### src/rtl/cmd_proto_pkg.sv
// cmd_proto_pkg: definitions shared by the single-character command FSM and
// its host-side initiator (cmd_issuer).
//   - ASCII characters used on the Cmd / txData links
//   - result codes reported per transaction
//   - opcode classes and the initiator state encoding
//   - classifyResp(): maps a response byte to a result code for a given class
package cmd_proto_pkg;

  localparam logic [7:0] CH_ACK  = 8'h2A;  // '*'
  localparam logic [7:0] CH_ERR  = 8'h21;  // '!'
  localparam logic [7:0] CH_ZERO = 8'h30;  // '0'
  localparam logic [7:0] CH_ONE  = 8'h31;  // '1'
  localparam logic [7:0] CH_RU   = 8'h52;  // 'R'
  localparam logic [7:0] CH_RL   = 8'h72;  // 'r'
  localparam logic [7:0] CH_A    = 8'h41;  // 'A'
  localparam logic [7:0] CH_F    = 8'h46;  // 'F'
  localparam logic [7:0] CH_L    = 8'h4C;  // 'L'
  localparam logic [7:0] CH_V    = 8'h56;  // 'V'

  typedef enum logic [1:0] {
    RES_ACK     = 2'd0,
    RES_ERR     = 2'd1,
    RES_TIMEOUT = 2'd2,
    RES_BADRESP = 2'd3
  } result_t;

  typedef enum logic [1:0] {
    OPC_PLAIN   = 2'd0,  // expects '*' or '!'
    OPC_QUERY   = 2'd1,  // any reply byte is the answer
    OPC_NOREPLY = 2'd2   // responder sends nothing back
  } opClass_t;

  typedef enum logic [2:0] {
    ST_IDLE      = 3'd0,
    ST_SEND_OP   = 3'd1,
    ST_GAP       = 3'd2,
    ST_SEND_BIT  = 3'd3,
    ST_WAIT_RESP = 3'd4,
    ST_DONE      = 3'd5
  } cmdState_t;

  // Result for a classified byte that terminates a WAIT_RESP phase.
  function automatic result_t classifyResp(input opClass_t opClass, input logic [7:0] b);
    result_t r;
    if (opClass == OPC_QUERY) begin
      r = RES_ACK;
    end else if (b == CH_ACK) begin
      r = RES_ACK;
    end else if (b == CH_ERR) begin
      r = RES_ERR;
    end else begin
      r = RES_BADRESP;
    end
    return r;
  endfunction

endpackage

### src/rtl/cmd_issuer_resp_classifier.sv
// cmd_issuer_resp_classifier (resp_classifier): opcode-class decode and the
// echo filter for the responder byte stream.
//   clk, rst_n  : clock, asynchronous active-low reset
//   opcode      : ASCII opcode, decoded combinationally into opClass
//   newCmd      : a character is being sent this cycle
//   echoEn      : responder echoes every character it receives
//   respValid   : responder byte strobe
//   opClass     : class of 'opcode'
//   accept      : respValid byte is a real response (not an echo)
module cmd_issuer_resp_classifier
  import cmd_proto_pkg::*;
(
  input  logic       clk,
  input  logic       rst_n,
  input  logic [7:0] opcode,
  input  logic       newCmd,
  input  logic       echoEn,
  input  logic       respValid,
  output opClass_t   opClass,
  output logic       accept
);

  logic [3:0] echoPend_r;
  logic [3:0] pendEff_s;
  logic [3:0] pendNext_s;

  // Opcode class decode.
  always_comb begin
    opClass = OPC_PLAIN;
    case (opcode)
      CH_A, CH_F, CH_L: opClass = OPC_QUERY;
      CH_RU, CH_RL:     opClass = OPC_NOREPLY;
      default:          opClass = OPC_PLAIN;
    endcase
  end

  // Echo bookkeeping: a character sent this cycle is counted before the
  // incoming byte is judged, so a simultaneous send and receive nets to zero
  // and that byte is treated as an echo.
  always_comb begin
    pendEff_s  = echoPend_r;
    pendNext_s = echoPend_r;
    accept     = 1'b0;
    if (newCmd && echoEn && (echoPend_r != 4'hF)) begin
      pendEff_s = echoPend_r + 4'd1;
    end else begin
      pendEff_s = echoPend_r;
    end
    if (respValid) begin
      if (pendEff_s != 4'd0) begin
        pendNext_s = pendEff_s - 4'd1;
        accept     = 1'b0;
      end else begin
        pendNext_s = pendEff_s;
        accept     = 1'b1;
      end
    end else begin
      pendNext_s = pendEff_s;
      accept     = 1'b0;
    end
  end

  // Outstanding-echo counter.
  always_ff @(posedge clk or negedge rst_n) begin
    if (!rst_n) begin
      echoPend_r <= 4'd0;
    end else begin
      echoPend_r <= pendNext_s;
    end
  end

endmodule

### src/rtl/cmd_issuer.sv
// cmd_issuer: host-side initiator for the single-character command protocol.
// Sends one opcode (optionally followed by a 10-bit payload as '0'/'1'
// characters, MSB first, CHAR_GAP clocks apart), then classifies the reply
// and reports one result per transaction.
//   clk, rst_n           : clock, asynchronous active-low reset
//   start                : request, sampled only when idle
//   opcode, hasPayload,
//   payload, echoEn      : transaction description
//   respData, respValid  : responder txData / txDataWr
//   Cmd, NewCmd          : character to the responder and its strobe
//   busy, done           : in-progress flag, one-cycle completion pulse
//   result, respByte     : outcome and last classified byte, held until the next done
module cmd_issuer
  import cmd_proto_pkg::*;
#(
  parameter int CHAR_GAP       = 4,
  parameter int TIMEOUT_CYCLES = 1024,
  parameter int TO_W           = 16
) (
  input  logic       clk,
  input  logic       rst_n,
  input  logic       start,
  input  logic [7:0] opcode,
  input  logic       hasPayload,
  input  logic [9:0] payload,
  input  logic       echoEn,
  input  logic [7:0] respData,
  input  logic       respValid,
  output logic [7:0] Cmd,
  output logic       NewCmd,
  output logic       busy,
  output logic       done,
  output logic [1:0] result,
  output logic [7:0] respByte
);

  // GAP lasts CHAR_GAP-1 cycles so consecutive NewCmd pulses are CHAR_GAP apart.
  localparam logic [TO_W-1:0] GAP_LAST = TO_W'(CHAR_GAP - 2);
  // Counter holds 0 on the first WAIT_RESP cycle; expiry moves to DONE so
  // that done lands exactly TIMEOUT_CYCLES cycles after WAIT_RESP entry.
  localparam logic [TO_W-1:0] TO_LAST  = TO_W'(TIMEOUT_CYCLES - 1);

  cmdState_t       state_r;
  opClass_t        opClass_r;
  opClass_t        opClassDec_s;
  logic            hasPayload_r;
  logic [9:0]      payload_r;
  logic [3:0]      bitIdx_r;
  logic [TO_W-1:0] cnt_r;
  logic            accept_s;
  logic            errByte_s;

  cmd_issuer_resp_classifier u_classifier (
    .clk       (clk),
    .rst_n     (rst_n),
    .opcode    (opcode),
    .newCmd    (NewCmd),
    .echoEn    (echoEn),
    .respValid (respValid),
    .opClass   (opClassDec_s),
    .accept    (accept_s)
  );

  // A real (non-echo) '!' aborts an in-flight payload.
  always_comb begin
    errByte_s = accept_s && (respData == CH_ERR);
  end

  // Transaction sequencer; all outputs are registered.
  always_ff @(posedge clk or negedge rst_n) begin
    if (!rst_n) begin
      state_r      <= ST_IDLE;
      opClass_r    <= OPC_PLAIN;
      hasPayload_r <= 1'b0;
      payload_r    <= 10'd0;
      bitIdx_r     <= 4'd0;
      cnt_r        <= '0;
      Cmd          <= 8'h00;
      NewCmd       <= 1'b0;
      busy         <= 1'b0;
      done         <= 1'b0;
      result       <= 2'd0;
      respByte     <= 8'h00;
    end else begin
      NewCmd <= 1'b0;
      done   <= 1'b0;
      case (state_r)
        ST_IDLE: begin
          if (start) begin
            state_r      <= ST_SEND_OP;
            opClass_r    <= opClassDec_s;
            hasPayload_r <= hasPayload;
            payload_r    <= payload;
            bitIdx_r     <= 4'd9;
            cnt_r        <= '0;
            Cmd          <= opcode;
            NewCmd       <= 1'b1;
            busy         <= 1'b1;
          end else begin
            busy <= 1'b0;
          end
        end
        ST_SEND_OP: begin
          cnt_r <= '0;
          // No-reply opcodes reuse GAP as their fixed completion delay.
          if (hasPayload_r || (opClass_r == OPC_NOREPLY)) begin
            state_r <= ST_GAP;
          end else begin
            state_r <= ST_WAIT_RESP;
          end
        end
        ST_GAP: begin
          if (errByte_s) begin
            state_r  <= ST_DONE;
            result   <= RES_ERR;
            respByte <= CH_ERR;
            done     <= 1'b1;
          end else if (cnt_r == GAP_LAST) begin
            if (opClass_r == OPC_NOREPLY) begin
              state_r <= ST_DONE;
              result  <= RES_ACK;
              done    <= 1'b1;
            end else begin
              state_r <= ST_SEND_BIT;
              Cmd     <= payload_r[bitIdx_r] ? CH_ONE : CH_ZERO;
              NewCmd  <= 1'b1;
            end
          end else begin
            cnt_r <= cnt_r + {{(TO_W-1){1'b0}}, 1'b1};
          end
        end
        ST_SEND_BIT: begin
          cnt_r <= '0;
          if (errByte_s) begin
            state_r  <= ST_DONE;
            result   <= RES_ERR;
            respByte <= CH_ERR;
            done     <= 1'b1;
          end else if (bitIdx_r == 4'd0) begin
            state_r <= ST_WAIT_RESP;
          end else begin
            bitIdx_r <= bitIdx_r - 4'd1;
            state_r  <= ST_GAP;
          end
        end
        ST_WAIT_RESP: begin
          // A response in the expiry cycle takes precedence over the timeout.
          if (accept_s) begin
            state_r  <= ST_DONE;
            result   <= classifyResp(opClass_r, respData);
            respByte <= respData;
            done     <= 1'b1;
          end else if (cnt_r == TO_LAST) begin
            state_r <= ST_DONE;
            result  <= RES_TIMEOUT;
            done    <= 1'b1;
          end else begin
            cnt_r <= cnt_r + {{(TO_W-1){1'b0}}, 1'b1};
          end
        end
        ST_DONE: begin
          state_r <= ST_IDLE;
          busy    <= 1'b0;
        end
        default: begin
          state_r <= ST_IDLE;
          busy    <= 1'b0;
        end
      endcase
    end
  end

endmodule

### config.mk
export PLATFORM = sky130hd
export DESIGN_NAME = cmd_issuer
export DESIGN_NICKNAME = d
export VERILOG_FILES = /design/src/rtl/cmd_proto_pkg.sv /design/src/rtl/cmd_issuer_resp_classifier.sv /design/src/rtl/cmd_issuer.sv
export SDC_FILE = /design/constraint.sdc
export NUM_CORES = 1
export LEC_CHECK = 0
export BUFFER_PORTS_ARGS = -buffer_cell sky130_fd_sc_hd__buf_4
export CAP_MARGIN = 5
export CELL_PAD_IN_SITES_DETAIL_PLACEMENT = 0
export CELL_PAD_IN_SITES_GLOBAL_PLACEMENT = 2
export CORE_MARGIN = 2
export CORE_UTILIZATION = 32
export DETAILED_ROUTE_END_ITERATION = 12
export PLACE_DENSITY = 0.84
export SKIP_LAST_GASP = 1
export SYNTH_ARGS = -nofsm -noshare
export SYNTH_HDL_FRONTEND = slang
export SYNTH_SLANG_ARGS = --single-unit
### constraint.sdc
create_clock -name clk -period 2.5 [get_ports clk]
set_input_delay 0.5 -clock clk [delete_from_list [all_inputs] [get_ports clk]]
set_output_delay 0.5 -clock clk [all_outputs]
set_load 0.1 [all_outputs]
# ---- Yosys cells after proc, flatten, opt, wreduce, memory -nomap -nowiden
# Index checks and enable logic that the tools add are counted.
dict set report word_totals {
  elab_cells 133
  out_inout_bits 21
  in_bits 32
  reg_bits 61
}
dict set report op_classes {
  magnitude_cmp 1
  mux 60
  add_sub_neg 4
  n_eq_ne 31
  n_reduce_logical 24
}
# op n
set op_table {}
lappend op_table {{16-bit 2-to-1 mux} 5}
lappend op_table {{16-bit one-hot mux with 4 select lines} 1}
lappend op_table {{8-bit 2-to-1 mux} 6}
lappend op_table {{8-bit by 7-bit equality test with 1-bit output (second input constant)} 5}
lappend op_table {{8-bit one-hot mux with 2 select lines} 2}
lappend op_table {{3-bit 2-to-1 mux} 9}
lappend op_table {{4-bit 2-to-1 mux} 6}
lappend op_table {{2-bit inequality test (second input constant)} 11}
lappend op_table {{2-bit 2-to-1 mux} 9}
lappend op_table {{16-bit by 1-bit adder with 16-bit output (second input constant)} 1}
lappend op_table {{16-bit by 10-bit equality test with 1-bit output (second input constant)} 1}
lappend op_table {{16-bit by 2-bit equality test with 1-bit output (second input constant)} 1}
lappend op_table {{8-bit by 6-bit equality test with 1-bit output (second input constant)} 2}
lappend op_table {{3-bit one-hot mux with 5 select lines} 1}
lappend op_table {{1-bit 2-to-1 mux} 14}
lappend op_table {{5-bit AND reduction} 2}
lappend op_table {{3-bit inequality test (second input constant)} 3}
lappend op_table {{4-bit one-hot mux with 2 select lines} 1}
lappend op_table {{4-bit nonzero test} 2}
lappend op_table {{4-bit by 1-bit subtractor with 4-bit output (second input constant)} 2}
lappend op_table {{3-bit by 2-bit equality test with 1-bit output (second input constant)} 2}
lappend op_table {{2-bit one-hot mux with 3 select lines} 1}
lappend op_table {{3-bit AND reduction} 2}
lappend op_table {{6-bit AND reduction} 1}
lappend op_table {{other kinds (23)} 30}

# ---- Logic depth before layout (Yosys ltp)
dict set report logic_depth {
  depth_word 9
  depth_mapped 12
  ltp_nobuf 12
}

# ---- By module
# Synthesis repeated with hierarchy kept, for this count alone.
dict set report unflattened {
  hier_cells 386
  hier_area_um2 3463.3
}
# module cells_per_inst seq_area_each_um2 area_each_um2 instances
set by_module_without_submodules {}
lappend by_module_without_submodules {cmd_issuer 329 1426.4 3021.6 1}
lappend by_module_without_submodules {cmd_issuer_resp_classifier 57 100.1 441.7 1}

# ---- Least setup slack after synthesis
# Ideal clock, no wire load.
dict set report synth_timing {
  kind {register -> register}
  start {register NewCmd}
  end {register Cmd[0]}
  period_less_slack_ps 3140
  stages_incl_launch_ff 11
  path_slack_ps -640
  arrival_time_ps 3015
  setup_time_ps 125
  required_ps 2375
  path_buffers 0
  cell_sequence {dfrtp_1 nand3_1 xor2_1 ha_1 nor2b_1 nand2_1 nor2_4 nand3_1 a31oi_2 inv_2 mux2_2}
}
dict set report synth_between {
  elab_chain_len 9
}
# element line
set synth_lines {}
lappend synth_lines {{start, declared} cmd_issuer.sv:30} ;# output logic NewCmd,
lappend synth_lines {{start signal, assigned} cmd_issuer.sv:79} ;# NewCmd <= 1'b0;
lappend synth_lines {{start signal, assigned} cmd_issuer.sv:85} ;# NewCmd <= 1'b0;
lappend synth_lines {{start signal, assigned} cmd_issuer.sv:97} ;# NewCmd <= 1'b1;
lappend synth_lines {{1-bit logical AND (2 in a row)} cmd_issuer_resp_classifier.sv:44} ;# if (newCmd && echoEn && (echoPend_r != 4'hF)) begin
lappend synth_lines {{4-bit 2-to-1 mux} cmd_issuer_resp_classifier.sv:44}
lappend synth_lines {{4-bit nonzero test} cmd_issuer_resp_classifier.sv:50} ;# if (pendEff_s != 4'd0) begin
lappend synth_lines {{1-bit 2-to-1 mux} cmd_issuer_resp_classifier.sv:50}
lappend synth_lines {{1-bit 2-to-1 mux} cmd_issuer_resp_classifier.sv:49} ;# if (respValid) begin
lappend synth_lines {{1-bit logical AND} cmd_issuer.sv:66} ;# errByte_s = accept_s && (respData == CH_ERR);
lappend synth_lines {{2-bit inequality test (no source line)} --}
lappend synth_lines {{5-bit AND reduction (no source line)} --}
lappend synth_lines {{end signal, assigned} cmd_issuer.sv:96} ;# Cmd <= opcode;
lappend synth_lines {{end signal, assigned} cmd_issuer.sv:125} ;# Cmd <= payload_r[bitIdx_r] ? CH_ONE : CH_ZERO;
lappend synth_lines {{end, declared} cmd_issuer.sv:29} ;# output logic [7:0] Cmd,
# No other way between the ends.
# A chain may end at the register's enable or synchronous reset.

# ---- Final worst setup path
dict set report layout_timing {
  start {register u_classifier.echoPend_r[0]}
  end {register cnt_r[14]}
}
dict set report layout_between {
  elab_chain_len 9
  elab_cells_between_ends 11
  classes_between {add/sub (1); eq/ne (3); mux (3); reduce/logical (4)}
}
# element line
set layout_lines {}
lappend layout_lines {{start, declared} cmd_issuer_resp_classifier.sv:23} ;# logic [3:0] echoPend_r;
lappend layout_lines {{start signal, assigned} cmd_issuer_resp_classifier.sv:68} ;# echoPend_r <= pendNext_s;
lappend layout_lines {{parallel branches: the longest is 2 deep, another holds 4-bit by 1-bit adder with 4-bit output} --}
lappend layout_lines {{4-bit 2-to-1 mux (*)} cmd_issuer_resp_classifier.sv:44}
lappend layout_lines {{4-bit nonzero test (*)} cmd_issuer_resp_classifier.sv:50}
lappend layout_lines {{1-bit 2-to-1 mux (*)} cmd_issuer_resp_classifier.sv:50}
lappend layout_lines {{1-bit 2-to-1 mux (*)} cmd_issuer_resp_classifier.sv:49}
lappend layout_lines {{1-bit logical AND} cmd_issuer.sv:66}
lappend layout_lines {{2-bit inequality test (no source line)} --}
lappend layout_lines {{6-bit AND reduction (no source line) (*)} --}
lappend layout_lines {{end signal, assigned} cmd_issuer.sv:129} ;# cnt_r <= cnt_r + {{(TO_W-1){1'b0}}, 1'b1};
lappend layout_lines {{end signal, assigned} cmd_issuer.sv:158} ;# cnt_r <= cnt_r + {{(TO_W-1){1'b0}}, 1'b1};
lappend layout_lines {{end, declared} cmd_issuer.sv:49} ;# logic [TO_W-1:0] cnt_r;
# Mark *: on every way between the ends.

==> impl_results.rst <==
.. list-table::
   :header-rows: 1

   * - Metric
     - Value
   * - Yosys warnings
     - 0
   * - EDFF count, synth
     - 0
   * - Leading cell types in the layout, fill and taps excluded
     - sky130_fd_sc_hd__buf_4, sky130_fd_sc_hd__dfrtp_1, sky130_fd_sc_hd__nand2_1, sky130_fd_sc_hd__nor2_1, sky130_fd_sc_hd__o21ai_0
   * - Most frequently used flop master after synthesis
     - sky130_fd_sc_hd__dfrtp_1
   * - Via count of the first global-routing pass
     - 2,897
   * - Post-Route Hold Slack
     - 0.2348 ns
   * - Part of the cycle the worst path needs
     - 0.9725
   * - Data arrival time of the critical path
     - 2.65 ns
   * - Cell family with most CP delay
     - compound AO/OA/AOI/OAI gates
   * - Register bit count reported by yosys
     - ~60
   * - Horizontal extent of the die
     - 106.1 um
   * - Origin of the critical flop-to-flop path
     - u_classifier.echoPend_r[0]
   * - Startpoint-to-endpoint class of the critical path
     - flop to flop
   * - Mean Syn Cell Area
     - 9.775 um^2
   * - Cell repeated most along the worst path
     - sky130_fd_sc_hd__nand3_4
   * - Maximum fanout along the worst path
     - 6
   * - Number of instances in the synthesized netlist
     - 341
   * - Endpoint required time on the critical path
     - roughly 2.7 ns
   * - Outcome
     - completed
   * - Hold/Removal Path Class
     - primary input to async pin
   * - Total leakage power
     - approximately 0.0020 uW
   * - Clock Skews
     - ~0.011 ns
   * - Crit Reg-Reg Endpoint
     - cnt_r[14]
   * - Clock buffer depth
     - 2
   * - Total nets after synthesis
     - roughly 380
   * - Max-slew headroom
     - 0.4722
   * - Critical path, cell by cell
     - ha_4 -> nand3_4 -> nand3_4 -> mux2i_4 -> ha_2 -> nor2b_4 -> nand4b_1 -> nor3_2 -> o22a_2 -> buf_4 -> o31ai_2 -> o41ai_2
   * - Clock buffer count from CTS
     - 9
   * - Depth of the CTS H-tree
     - 3
   * - Clock-pin slew of the registers on the worst-case setup and hold paths
     - 0.07 ns
   * - Total number of vias
     - ~3,000
   * - Initial Utilization
     - 0.3258
   * - Total count of hold-check failures in the final report
     - 0
   * - Number of hold-repair buffers added at the cts stage
     - 0
   * - Initial detailed-routing violation count
     - 168
   * - Standard cell with the maximum stage delay on the critical path
     - sky130_fd_sc_hd__dfrtp_1
   * - Placed cell count
     - ~540
   * - Fraction of registers with async set or reset after synthesis
     - 1.000
   * - Number of top-level design ports
     - 53
   * - Maximum vdd drop
     - 479.1 uV
   * - Clock insertion delay at the later pin of the skew report
     - 0.34 ns
   * - Overall fraction of global-route tracks in use
     - 0.1541
   * - Clock tree from TritonCTS
     - built
   * - Number of standard-cell rows in the floorplan
     - 37
   * - RSZ-0062 raised after global routing
     - yes
   * - Share of synthesized area occupied by flip-flops and latches
     - 0.4580
   * - Initial antenna violation count
     - 0
   * - Setup violators final
     - 0
   * - Worst Setup Start Kind
     - flop
   * - Post-route worst setup slack
     - 0.06873 ns
   * - Post-Syn Area
     - 0.003333 mm^2
   * - Minimum setup slack among reg-to-reg paths
     - 0.07 ns
   * - Routed via count divided by cell count
     - 5.165
   * - Die height
     - 106.1 um
   * - Final net count
     - 461
   * - Final Slew Violations
     - 0
   * - Placeable core region
     - ~0.010 mm^2
   * - Number of cell instances on the worst register-to-register path
     - 12
   * - Final cell count without fillers
     - 564
   * - Per-cell routed wire length
     - 14.51 um
   * - Number of max-cap violations
     - 0
   * - Buffer and inverter count on the worst path
     - 1
   * - Global-route congestion overflow total
     - 0
   * - Half-perimeter wire length of the detailed placement result
     - a little under 6000 um
   * - Library cells used by synthesis
     - 61
   * - Achievable frequency
     - 411.3 MHz
   * - Routability Congestion
     - 0.8110
   * - First-pass GRT wire length
     - between 10,000 and 15,000 um
   * - Area growth from synthesis to final layout
     - 31.98%
   * - Buffers added on ports
     - 52
   * - Number of inserted diodes
     - 0
   * - Share of final-layout standard cells stronger than drive strength 1
     - 0.3248
   * - Root Buffer Master
     - sky130_fd_sc_hd__clkbuf_8
   * - Nature of the critical path endpoint
     - flop
   * - Dpl ws
     - -0.01021 ns
   * - Total iterations of the first detailed-routing run
     - 4
   * - Antenna-violating nets left
     - 0
   * - Delay of the slowest critical-path stage
     - slightly above 0.4 ns
   * - Maximum number of pins on one net before global-route repair
     - just over 60
   * - Commonest non-fill, non-tap cell in the layout
     - sky130_fd_sc_hd__buf_4
   * - Power per cell area
     - 1223 mW/mm^2
   * - Residual DRC
     - 0
   * - Overall routed net length
     - between 8000 and 9000 um
   * - Post-route minimum period
     - 2.431 ns
   * - Pin slew with the least headroom to its limit
     - around 0.79 ns
   * - Sink Count
     - 61
   * - Die area
     - 0.01125 mm^2
## state kept, by name (all words and copies together), names as in the netlist, 2 cells and up
register                 count
respByte                     8
state_r                      3
payload_r                   10
cnt_r                       16
u_classifier.echoPend_r      4
opClass_r                    2
Cmd                          8
result                       2
bitIdx_r                     4
## per-layer routing
| layer | GRT usage | up-vias | wire, um | share of wire |
|---|---|---|---|---|
| li1 | - | 1425 | - | - |
| met1 | 0.2015 | 1410 | 3847 | 0.47 |
| met2 | 0.2498 | 68 | 3856 | 0.47 |
| met3 | 0.03066 | 10 | 329 | 0.040 |
| met4 | 0.06391 | 0 | 149 | 0.018 |
| met5 | 0 | - | 0 | 0 |
## where the power goes
part / internal [uW] / switching [uW] / total [uW]
clock: 481 / 387 / 867
combinational: 1050 / 1870 / 2910
sequential: 1310 / 286 / 1600
## metrics by stage
stage          utilization  cell area [um^2]  power (uW)  TNS [ns]
2_1_floorplan            -              3411        3641  -0.01961
5_1_grt             0.4300              4399        5744   -0.4304
6_report            0.4300              4399        5380         0
3_3_place_gp        0.4027              4120        4417         0
4_1_cts             0.4215              4313        5343         0
3_5_place_dp        0.4027              4120        4454  -0.01021
## worst max path at each step
stage / startpoint / end / slack, ns / cells after the start
6_report: u_classifier.echoPend_r[0] / cnt_r[14] / 0.07 / 12
5_1_grt: u_classifier.echoPend_r[0] / cnt_r[14] / -0.06 / 12
4_1_cts: u_classifier.echoPend_r[0] / Cmd[0] / 0.01 / 12
3_5_place_dp: echoEn / cnt_r[4] / -0.01 / 11
3_3_place_gp: echoEn / cnt_r[4] / 0.04 / 11
2_1_floorplan: NewCmd / Cmd[0] / -0.01 / 10
## layout make-up
class,count,area [um^2]
fillers,1005,5832
flip-flops and latches,61,1530
well taps,136,170.2
inverters,7,26.28
clock buffers,11,141.4
clock inverters,5,50.05
repair buffers,82,619.3
multi-input cells,262,1862
## cell families after synthesis
group,synth area share
and+or+nand+nor,0.2436
AOI/OAI and AO/OA,0.1854
DFF,0.4580
buffers and inverters,0.02365
muxes,0.05368
adders and majority gates,0.02252
xor gates and xnor gates,0.01314
## cells in the mapped netlist (3+ instances only)
| master | count | area (um^2) |
|---|---|---|
| sky130_fd_sc_hd__a21oi_1 | 7 | 35.03 |
| sky130_fd_sc_hd__xor2_1 | 3 | 26.28 |
| sky130_fd_sc_hd__o31ai_1 | 12 | 90.09 |
| sky130_fd_sc_hd__nor3_1 | 15 | 75.07 |
| sky130_fd_sc_hd__inv_1 | 6 | 22.52 |
| sky130_fd_sc_hd__nand4_1 | 6 | 37.54 |
| sky130_fd_sc_hd__nand3_1 | 12 | 60.06 |
| sky130_fd_sc_hd__clkbuf_1 | 7 | 26.28 |
| sky130_fd_sc_hd__a22o_1 | 11 | 96.34 |
| sky130_fd_sc_hd__nor4_1 | 4 | 25.02 |
| sky130_fd_sc_hd__and2_1 | 4 | 25.02 |
| sky130_fd_sc_hd__nor2b_1 | 3 | 18.77 |
| sky130_fd_sc_hd__o21ai_0 | 16 | 80.08 |
| sky130_fd_sc_hd__nand2_1 | 60 | 225.2 |
| sky130_fd_sc_hd__nor2_1 | 17 | 63.81 |
| sky130_fd_sc_hd__and3_1 | 4 | 25.02 |
| sky130_fd_sc_hd__a221o_1 | 3 | 30.03 |
| sky130_fd_sc_hd__mux2i_1 | 7 | 70.07 |
| sky130_fd_sc_hd__dfrtp_1 | 61 | 1526 |
| sky130_fd_sc_hd__nand2b_1 | 7 | 43.79 |
| sky130_fd_sc_hd__mux2_2 | 3 | 33.78 |
| sky130_fd_sc_hd__o22a_1 | 6 | 52.55 |
| sky130_fd_sc_hd__or3_1 | 3 | 18.77 |
| sky130_fd_sc_hd__nand3b_1 | 3 | 22.52 |
| sky130_fd_sc_hd__a31oi_1 | 7 | 43.79 |
| sky130_fd_sc_hd__ha_1 | 6 | 75.07 |
| sky130_fd_sc_hd__nor4b_1 | 4 | 35.03 |
## worst register-to-register path: cells and delay by family (launching register included)
| family | cells | cell delay, ns |
|---|---|---|
| AO/OA/AOI/OAI | 3 | 0.69 |
| adder cells (fa/ha/maj) | 2 | 0.38 |
| buffers and inverters | 1 | 0.18 |
| flip-flops | 1 | 0.41 |
| multiplexers | 1 | 0.20 |
| AND/OR/NAND/NOR | 5 | 0.44 |
## what timing repair did
| action | CTS | global route |
|---|---|---|
| pin swaps | 0 | 10 |
| buffers inserted | 0 | 4 |
| setup endpoints to repair | 1 | 23 |
| gates cloned | 0 | 0 |
| gates resized for setup | 1 | 10 |
(Power assumes the default switching activity.)
